<file path="src/rtl/dmem_responder_pkg.sv">
// rtl/dmem_responder_pkg.sv - shared core constants: opcodes, control codes, load/store formats, FSM states
package dmem_responder_pkg;

    // Major opcodes of the memory instructions
    localparam logic [6:0] OPCODE_LOAD  = 7'b0000011;
    localparam logic [6:0] OPCODE_STORE = 7'b0100011;

    // Memory access kind carried on the control path
    localparam logic [1:0] CTL_MEM_NONE  = 2'd0;
    localparam logic [1:0] CTL_MEM_READ  = 2'd1;
    localparam logic [1:0] CTL_MEM_WRITE = 2'd2;

    // funct3 data formats
    localparam logic [2:0] FMT_B  = 3'b000;
    localparam logic [2:0] FMT_H  = 3'b001;
    localparam logic [2:0] FMT_W  = 3'b010;
    localparam logic [2:0] FMT_BU = 3'b100;
    localparam logic [2:0] FMT_HU = 3'b101;

    typedef enum logic {
        ST_IDLE,
        ST_READ_WAIT
    } dmem_state_t;

    function automatic logic fmt_valid(input logic [2:0] fmt);
        return (fmt == FMT_B) || (fmt == FMT_H) || (fmt == FMT_W) ||
               (fmt == FMT_BU) || (fmt == FMT_HU);
    endfunction

    function automatic logic fmt_aligned(input logic [2:0] fmt, input logic [1:0] offset);
        case (fmt)
            FMT_H, FMT_HU: return ~offset[0];
            FMT_W:         return offset == 2'b00;
            default:       return 1'b1;
        endcase
    endfunction

    // Byte lanes touched by an aligned access of the given format
    function automatic logic [3:0] fmt_lane_mask(input logic [2:0] fmt, input logic [1:0] offset);
        case (fmt)
            FMT_B, FMT_BU: return 4'b0001 << offset;
            FMT_H, FMT_HU: return 4'b0011 << offset;
            default:       return 4'b1111;
        endcase
    endfunction

endpackage

</file>
<file path="src/rtl/dmem_responder_load_extender.sv">
// rtl/dmem_responder_load_extender.sv - selects the loaded byte/half/word from an SRAM word and extends it
//
// Ports:
//   sram_rdata  in   raw 32-bit SRAM word
//   offset      in   byte offset of the access within the word
//   format      in   funct3 data format
//   read_data   out  sign- or zero-extended load result (0 for undefined formats)
module load_extender
    import dmem_responder_pkg::*;
(
    input  logic [31:0] sram_rdata,
    input  logic [1:0]  offset,
    input  logic [2:0]  format,
    output logic [31:0] read_data
);

    logic [7:0]  byte_sel;
    logic [15:0] half_sel;

    always_comb begin
        byte_sel  = sram_rdata[{offset, 3'b000} +: 8];
        // Halfwords are aligned, so only offset[1] picks the half
        half_sel  = sram_rdata[{offset[1], 4'b0000} +: 16];
        read_data = 32'h0;
        case (format)
            FMT_B:   read_data = {{24{byte_sel[7]}}, byte_sel};
            FMT_BU:  read_data = {24'h0, byte_sel};
            FMT_H:   read_data = {{16{half_sel[15]}}, half_sel};
            FMT_HU:  read_data = {16'h0, half_sel};
            FMT_W:   read_data = sram_rdata;
            default: read_data = 32'h0;
        endcase
    end

endmodule

</file>
<file path="src/rtl/dmem_responder.sv">
// rtl/dmem_responder.sv - data-memory responder between core load/store port and a synchronous SRAM
//
// Ports:
//   clock, reset_n          clock and asynchronous active-low reset
//   read_enable/write_enable core load/store request
//   address, write_data     byte address and store data
//   data_format             funct3 (B, H, W, BU, HU)
//   read_data               extended load result, valid in the cycle after the stall
//   stall                   holds the core for the SRAM read cycle
//   access_fault            pulse on a rejected access
//   sram_*                  SRAM strobe, byte mask, word address, write data, read data
//   load_stall_count        saturating count of stall cycles
module dmem_responder
    import dmem_responder_pkg::*;
#(
    parameter int SRAM_ADDR_WIDTH = 12
) (
    input  logic                       clock,
    input  logic                       reset_n,
    input  logic                       read_enable,
    input  logic                       write_enable,
    input  logic [31:0]                address,
    input  logic [31:0]                write_data,
    input  logic [2:0]                 data_format,
    output logic [31:0]                read_data,
    output logic                       stall,
    output logic                       access_fault,
    output logic                       sram_enable,
    output logic [3:0]                 sram_write_mask,
    output logic [SRAM_ADDR_WIDTH-1:0] sram_addr,
    output logic [31:0]                sram_wdata,
    input  logic [31:0]                sram_rdata,
    output logic [31:0]                load_stall_count
);

    dmem_state_t state_q, state_d;
    logic [1:0]  offset_q;
    logic [2:0]  format_q;
    logic [1:0]  access_kind;
    logic        request_bad;
    logic        stall_c, fault_c, enable_c, respond_c, latch_c;
    logic [3:0]  mask_c;
    logic [31:0] extended;
    logic        unused_addr_bits;

    assign unused_addr_bits = ^address[31:SRAM_ADDR_WIDTH+2];

    // Classify the incoming request independent of FSM state
    always_comb begin
        access_kind = CTL_MEM_NONE;
        request_bad = 1'b0;
        if (read_enable && write_enable) begin
            request_bad = 1'b1;
        end else if (read_enable || write_enable) begin
            if (!fmt_valid(data_format) || !fmt_aligned(data_format, address[1:0]))
                request_bad = 1'b1;
            else
                access_kind = read_enable ? CTL_MEM_READ : CTL_MEM_WRITE;
        end
    end

    always_comb begin
        state_d   = state_q;
        stall_c   = 1'b0;
        fault_c   = 1'b0;
        enable_c  = 1'b0;
        respond_c = 1'b0;
        latch_c   = 1'b0;
        mask_c    = 4'b0000;
        case (state_q)
            ST_IDLE: begin
                fault_c = request_bad;
                if (access_kind == CTL_MEM_READ) begin
                    enable_c = 1'b1;
                    stall_c  = 1'b1;
                    latch_c  = 1'b1;
                    state_d  = ST_READ_WAIT;
                end else if (access_kind == CTL_MEM_WRITE) begin
                    enable_c = 1'b1;
                    mask_c   = fmt_lane_mask(data_format, address[1:0]);
                end
            end
            ST_READ_WAIT: begin
                // The load still presented here is the one already issued
                respond_c = 1'b1;
                state_d   = ST_IDLE;
            end
            default: state_d = ST_IDLE;
        endcase
    end

    always_ff @(posedge clock or negedge reset_n) begin
        if (!reset_n) begin
            state_q          <= ST_IDLE;
            offset_q         <= 2'b00;
            format_q         <= 3'b000;
            load_stall_count <= 32'h0;
        end else begin
            state_q <= state_d;
            if (latch_c) begin
                offset_q <= address[1:0];
                format_q <= data_format;
            end
            if (stall_c && load_stall_count != 32'hFFFF_FFFF)
                load_stall_count <= load_stall_count + 32'd1;
        end
    end

    load_extender u_load_extender (
        .sram_rdata (sram_rdata),
        .offset     (offset_q),
        .format     (format_q),
        .read_data  (extended)
    );

    always_comb begin
        sram_wdata = write_data;
        case (data_format)
            FMT_B, FMT_BU: sram_wdata = {4{write_data[7:0]}};
            FMT_H, FMT_HU: sram_wdata = {2{write_data[15:0]}};
            default:       sram_wdata = write_data;
        endcase
    end

    // Reset forces the strobes and result low immediately, not just at the next edge
    assign stall           = reset_n & stall_c;
    assign access_fault    = reset_n & fault_c;
    assign sram_enable     = reset_n & enable_c;
    assign sram_write_mask = reset_n ? mask_c : 4'b0000;
    assign read_data       = (reset_n && respond_c) ? extended : 32'h0;
    assign sram_addr       = address[SRAM_ADDR_WIDTH+1:2];

endmodule
</file>
<file path="config.mk">
export PLATFORM = sky130hd
export DESIGN_NAME = dmem_responder
export DESIGN_NICKNAME = d
export VERILOG_FILES = /design/src/rtl/dmem_responder_pkg.sv /design/src/rtl/dmem_responder_load_extender.sv /design/src/rtl/dmem_responder.sv
export SDC_FILE = /design/constraint.sdc
export NUM_CORES = 1
export LEC_CHECK = 0
export CORE_MARGIN = 2
export CORE_UTILIZATION = 35
export DETAILED_ROUTE_END_ITERATION = 8
export PLACE_DENSITY = 0.9
export SYNTH_ARGS = -nofsm -noshare
export SYNTH_HDL_FRONTEND = slang
export SYNTH_SLANG_ARGS = --single-unit
</file>
<file path="constraint.sdc">
create_clock -name clock -period 4.7 [get_ports clock]
set_input_delay 0.94 -clock clock [delete_from_list [all_inputs] [get_ports clock]]
set_output_delay 0.94 -clock clock [all_outputs]
set_load 0.01 [all_outputs]
</file>
==> flow_summary.ini, run 1 <==
[sta]
drv_slew = 0
setup_viol = 0
tightest_slew_ns = 0.864
fin_tns_setup_ns = 0
finalCritPeriodShare_pct = 92.2
period_needed_ns = 4.34
setup_slack_ns = 0.365
slew_headroom_pct = 42.0
hold_violations = 0
fin_worst_skew_ns = 0.00892
rsz0062_at_grt = no
fmax_ghz = 0.231

[floorplan]
fp.dieW_um = 99.8
core_area_um2 = 8810
ios = 218
dieHeight_um = 99.8
rows = 34
dieArea_um2 = 9960
initial_core_util_pct = 36.5

[critical_path]
r2r_slack_ns = 2.57
slowest_delay_ns = 0.65
crit_chain = clkdlybuf4s50_1 -> a21oi_1 -> nor2_1 -> nor2_1 -> and2_1 -> ha_1 -> nand3b_1 -> a21oi_1 -> clkdlybuf4s50_1
cpLargestDelayFamily = buffers and inverters
required_ns = 3.76
critPathCaptureType = output port
crit_fanout = 8
crit_slowest_cell = clkdlybuf4s50_1
crit_path_start_kind = primary input
cp.arrival_ns = 3.40
worstSetupPathType = in -> out
crit_buf_inv = 2

[clocking]
htreeDepth = 2
hold_buffers = 0
cts_setup_buffers = 0
numCtsBuffers = 5
cts_resized = 0
clk_latency_ns = 0.29
cts_sinks = 38
clockBufferDepth = 2
cts_tree = done
cts_root_buffer = clkbuf_8
clk_pin_slew_ns = 0.07

[power]
pwr_density_cell_nw_per_um2 = 220
max-vdd-ir-drop_v = 0.000190
leakage_nw = 2.05

[yosys]
synth_seq_cells = 38
synth_edf_count = 0
ys_warn_count = 0
yosys_most_used_dff = dfrtp_1
netlist_area_um2 = 3210
async_flop_share_pct = 100
yosysSeqAreaShare_pct = 29.6
synthCells = 367
avgSynthCellArea_um2 = 8.75
syn_nets = 473
synth_cell_types = 51

[detailed_routing]
postRouteAntennaNets = 0
routedWlPerCell_um = 18.2
vias_per_cell = 5.57
post-route-drc-count = 0
drt_wl_total_um = 11300
first_pass_iters = 4
vias = 3451
drt_iter0_markers = 165

[global_route]
grt_max_degree = 39
grt_overflow = 0
grt_pass1_wl_um = 17600
antenna_found_initial = 0
grt_use_total_pct = 21.7
grt_pass1_vias = 3480

[placed_design]
hpwl_um = 8920
gp_congestion = 0.902
numPortBuffers = 175
pre_cts_ws_ns = 0.389
place_inst = 613

[cells_and_area]
ff_latch_area_um2 = 951
layoutNonFillerInstCount = 620
syn_to_final_growth_pct = 55.5
drive_gt1_share_pct = 10.2
final_nets = 618
antenna_cells = 0
multi_input_area_um2 = 1980
fillCellCount = 757
final_common_cell = clkdlybuf4s50_1
layout_common_cells = clkdlybuf4s50_1 (174), nand2_1 (38), dfrtp_1 (38)

[hold_path]
hold_class = reg -> reg

[status]
status = finished clean

[flow_run]
drv_cap = 0
## Yosys cell counts, drive strengths merged (3+ instances only)
cell type	number	area share [%]
a21oi	27	4.2
nor3	3	0.47
xnor2	14	3.8
a22oi	14	3.3
and4	6	1.6
dfrtp	38	30
nand2	38	4.4
nand3	12	2.2
xor2	6	1.6
o21ai	17	2.6
a31oi	8	1.6
and2	5	0.97
buf	27	6.2
a21o	16	3.7
inv	4	0.47
mux2i	8	2.5
and3	8	1.6
ha	3	1.2
nor4	5	1.6
mux2	28	9.8
nor2	18	2.1
nand4	12	2.5
nor2b	4	0.78
clkbuf	16	1.9
o2111ai	3	0.82
## flip-flops by register name, indices dropped and copies added, names as in the netlist
name and cells:
state_q 1, format_q 3, load_stall_count 32, offset_q 2
## layer usage
metal | share of wire, % | global-route usage, %
met2 | 52 | 39.4
met3 | 7.2 | 5.85
met5 | 0 | 0
met4 | 2.0 | 5.58
met1 | 39 | 25.4
## path summary, 6_finish.rpt
check                                      from  depth (start not counted)                    to
max in group asynchronous               reset_n                          2  load_stall_count[15]
hold reg to reg            load_stall_count[20]                          1  load_stall_count[20]
setup / recovery                     address[0]                          9    sram_write_mask[1]
min in group asynchronous               reset_n                          2   load_stall_count[0]
setup reg to reg            load_stall_count[0]                          5   load_stall_count[1]
hold / removal             load_stall_count[20]                          1  load_stall_count[20]
## where the power goes
group | leakage (nW) | switching, mW | internal (mW)
Combinational | 1.49 | 0.192 | 0.222
Clock | 0.0573 | 0.111 | 0.170
Sequential | 0.510 | 0.0489 | 0.355
## kinds of logic (layout without fill, tap and decap cells)
| kind of cell | after synthesis | in the layout | synth area share [%] |
|---|---|---|---|
| flip-flops | 38 | 38 | 29.6 |
| buffers and inverters | 48 | 193 | 8.65 |
| AND/OR/NAND/NOR | 119 | 119 | 20.1 |
| AO/OA/AOI/OAI | 102 | 102 | 22.0 |
| XOR/XNOR | 20 | 20 | 5.46 |
| adder cells (fa/ha/maj) | 3 | 3 | 1.17 |
| multiplexers | 37 | 37 | 13.0 |
## worst reg2reg max path: stages, from the launching register on
cell     delay, ns
dfrtp_1       0.43
ha_1          0.24
nand2_1       0.10
nor4_2        0.66
a31oi_1       0.26
mux2_2        0.32
## final cells by class
cell class                 instances  share of cell area (%)
multi-input combinational        281                    39.7
inverter                           5                   0.376
tap                              108                    2.71
timing repair buffer             181                    35.9
sequential                        38                    19.1
clock buffer                       6                    1.65
clock inverter                     1                   0.602
## stage by stage
stage / area, um^2 / power [mW] / util, % / hold WS (ns)
4_1_cts: 4990 / 1.10 / 56.7 / 0.516
5_1_grt: 4990 / 1.16 / 56.7 / 0.537
3_5_place_dp: 4880 / 0.821 / 55.4 / 0.501
3_3_place_gp: 4880 / 0.809 / 55.4 / 0.496
2_1_floorplan: 3210 / 0.613 / - / 0.477
6_report: 4990 / 1.10 / 56.7 / 0.508
Note: power is estimated with default switching activity, not from simulation.
==> inputs of run 2 (changes only) <==
Settings changed: CTS_CLUSTER_SIZE set to 8.
==> results of run 2 <==
Final layout, timing and power as in run 1 (identical DEF).
==> inputs of run 3 (changes only) <==
Settings changed: RECOVER_POWER set to 25.
==> run 3 against run 2 <==
Die area is the same; maximum frequency is essentially flat; largest power group unchanged; the flow now finishes with violations (max-capacitance violations, max-slew violations); critical path depth did not move; critical path type unchanged; largest cell class unchanged.
==> flow_summary.ini, run 3 (synthesis results as in run 1) <==
[cells_and_area]
reg_top3 = load_stall_count (32), format_q (3), offset_q (2)
layout_common_cells = clkdlybuf4s50_1 (174), nand2_1 (38), dfrtp_1 (38)
drive_gt1_share_pct = 9.77
antenna_cells = 0
largest-register = load_stall_count
final_nets = 618
layoutNonFillerInstCount = 620
final_common_cell = clkdlybuf4s50_1
largest_reg_flops = 32
syn_to_final_growth_pct = 55.3

[detailed_routing]
drt_wl_total_um = 11300
vias_per_cell = 5.57
drt_iter0_markers = 164
vias = 3454
routedWlPerCell_um = 18.2
post-route-drc-count = 0
first_pass_iters = 4
postRouteAntennaNets = 0

[clocking]
clk_latency_ns = 0.29
numCtsBuffers = 5
cts_setup_buffers = 0
cts_resized = 0
clockBufferDepth = 2
cts_sinks = 38
htreeDepth = 2
clk_pin_slew_ns = 0.07
cts_tree = done
hold_buffers = 0
cts_root_buffer = clkbuf_8

[sta]
fin_worst_skew_ns = 0.00892
rsz0062_at_grt = no
setup_viol = 0
slew_headroom_pct = -36.9
fin_tns_setup_ns = 0
drv_slew = 39
finalCritPeriodShare_pct = 92.2
hold_violations = 0
fmax_ghz = 0.231
tightest_slew_ns = 2.05
period_needed_ns = 4.33

[power]
finalPower_mw = 1.10
pwr_density_cell_nw_per_um2 = 220
leakage_nw = 2.05
max-vdd-ir-drop_v = 0.000190

[hold_path]
hold-path-endpoint = load_stall_count[20]
hold-path-cell-count = 1
hold_class = reg -> reg
holdCritStartpoint = load_stall_count[20]

[floorplan]
initial_core_util_pct = 36.5
dieHeight_um = 99.8
rows = 34
core_area_um2 = 8810
fp.dieW_um = 99.8
dieArea_um2 = 9960
ios = 218

[critical_path]
r2r_end = load_stall_count[1]
worstSetupPathType = in -> out
r2r_slack_ns = 2.56
critPathCaptureType = output port
crit_fanout = 8
ff2ff_path_depth = 5
slowest_delay_ns = 0.65
crit_slowest_cell = clkdlybuf4s50_1
crit_path_start_kind = primary input
cp.arrival_ns = 3.39
r2r_start = load_stall_count[0]
required_ns = 3.76
crit_chain = clkdlybuf4s50_1 -> a21oi_1 -> nor2_1 -> nor2_1 -> and2_1 -> ha_1 -> nand3b_1 -> a21oi_1 -> clkdlybuf4s50_1

[placed_design]
gp_congestion = 0.902
place_inst = 613
numPortBuffers = 175
hpwl_um = 8920

[global_route]
grt_pass1_vias = 3480
grt_overflow = 0
antenna_found_initial = 0
grt_pass1_wl_um = 17600
grt_max_degree = 39
grt_use_total_pct = 21.7

[flow_run]
drv_cap = 1

[status]
status = finished, violations left
violations = max-capacitance violations, max-slew violations
run 3: worst max-delay path, delay by kind of cell:
family | cells | cell delay [ns]
adder cells (fa/ha/maj) | 1 | 0.23
AO/OA/AOI/OAI | 2 | 0.28
AND/OR/NAND/NOR | 4 | 0.72
buffers and inverters | 2 | 1.22
run 3: worst max path at each step:
| stage | startpoint | endpoint | depth (start not counted) |
|---|---|---|---|
| floorplan | data_format[1] | sram_write_mask[1] | 8 |
| global placement | address[0] | sram_write_mask[3] | 9 |
| detailed placement | address[0] | sram_write_mask[1] | 9 |
| CTS | address[0] | sram_write_mask[1] | 9 |
| global route | address[0] | sram_write_mask[1] | 9 |
| finish | address[0] | sram_write_mask[1] | 9 |
run 3: where the power goes:
group | internal [mW] | total (mW) | switching, mW | leakage [nW]
registers | 0.355 | 0.404 | 0.0487 | 0.510
clock network | 0.170 | 0.281 | 0.111 | 0.0573
logic | 0.221 | 0.413 | 0.192 | 1.48
run 3: cell type report:
class / instances / area, um^2
clock buffers: 6 / 82.6
clock inverters: 1 / 30.0
fillers: 759 / 3820
inverters: 5 / 18.8
multi-input cells: 281 / 1980
flip-flops and latches: 38 / 951
well taps: 108 / 135
repair buffers: 181 / 1790
run 3: metrics by stage:
stage               hold slack [ns]  instance area [um^2]  setup WS [ns]  utilization [%]
CTS                           0.516                  4990          0.384             56.7
global placement              0.496                  4880          0.467             55.4
global route                  0.537                  4990          0.170             56.6
finish                        0.508                  4990          0.365             56.6
detailed placement            0.501                  4880          0.389             55.4
floorplan                     0.477                  3210           1.42                -
run 3: layer usage:
metal  share of wire, %  vias to the layer above  GRT usage, %
met4                1.9                        0          5.58
met5                  0                        -             0
li1                   -                     1630             -
met2                 52                      129          39.4
met3                7.3                       22          5.85
met1                 39                     1673          25.4
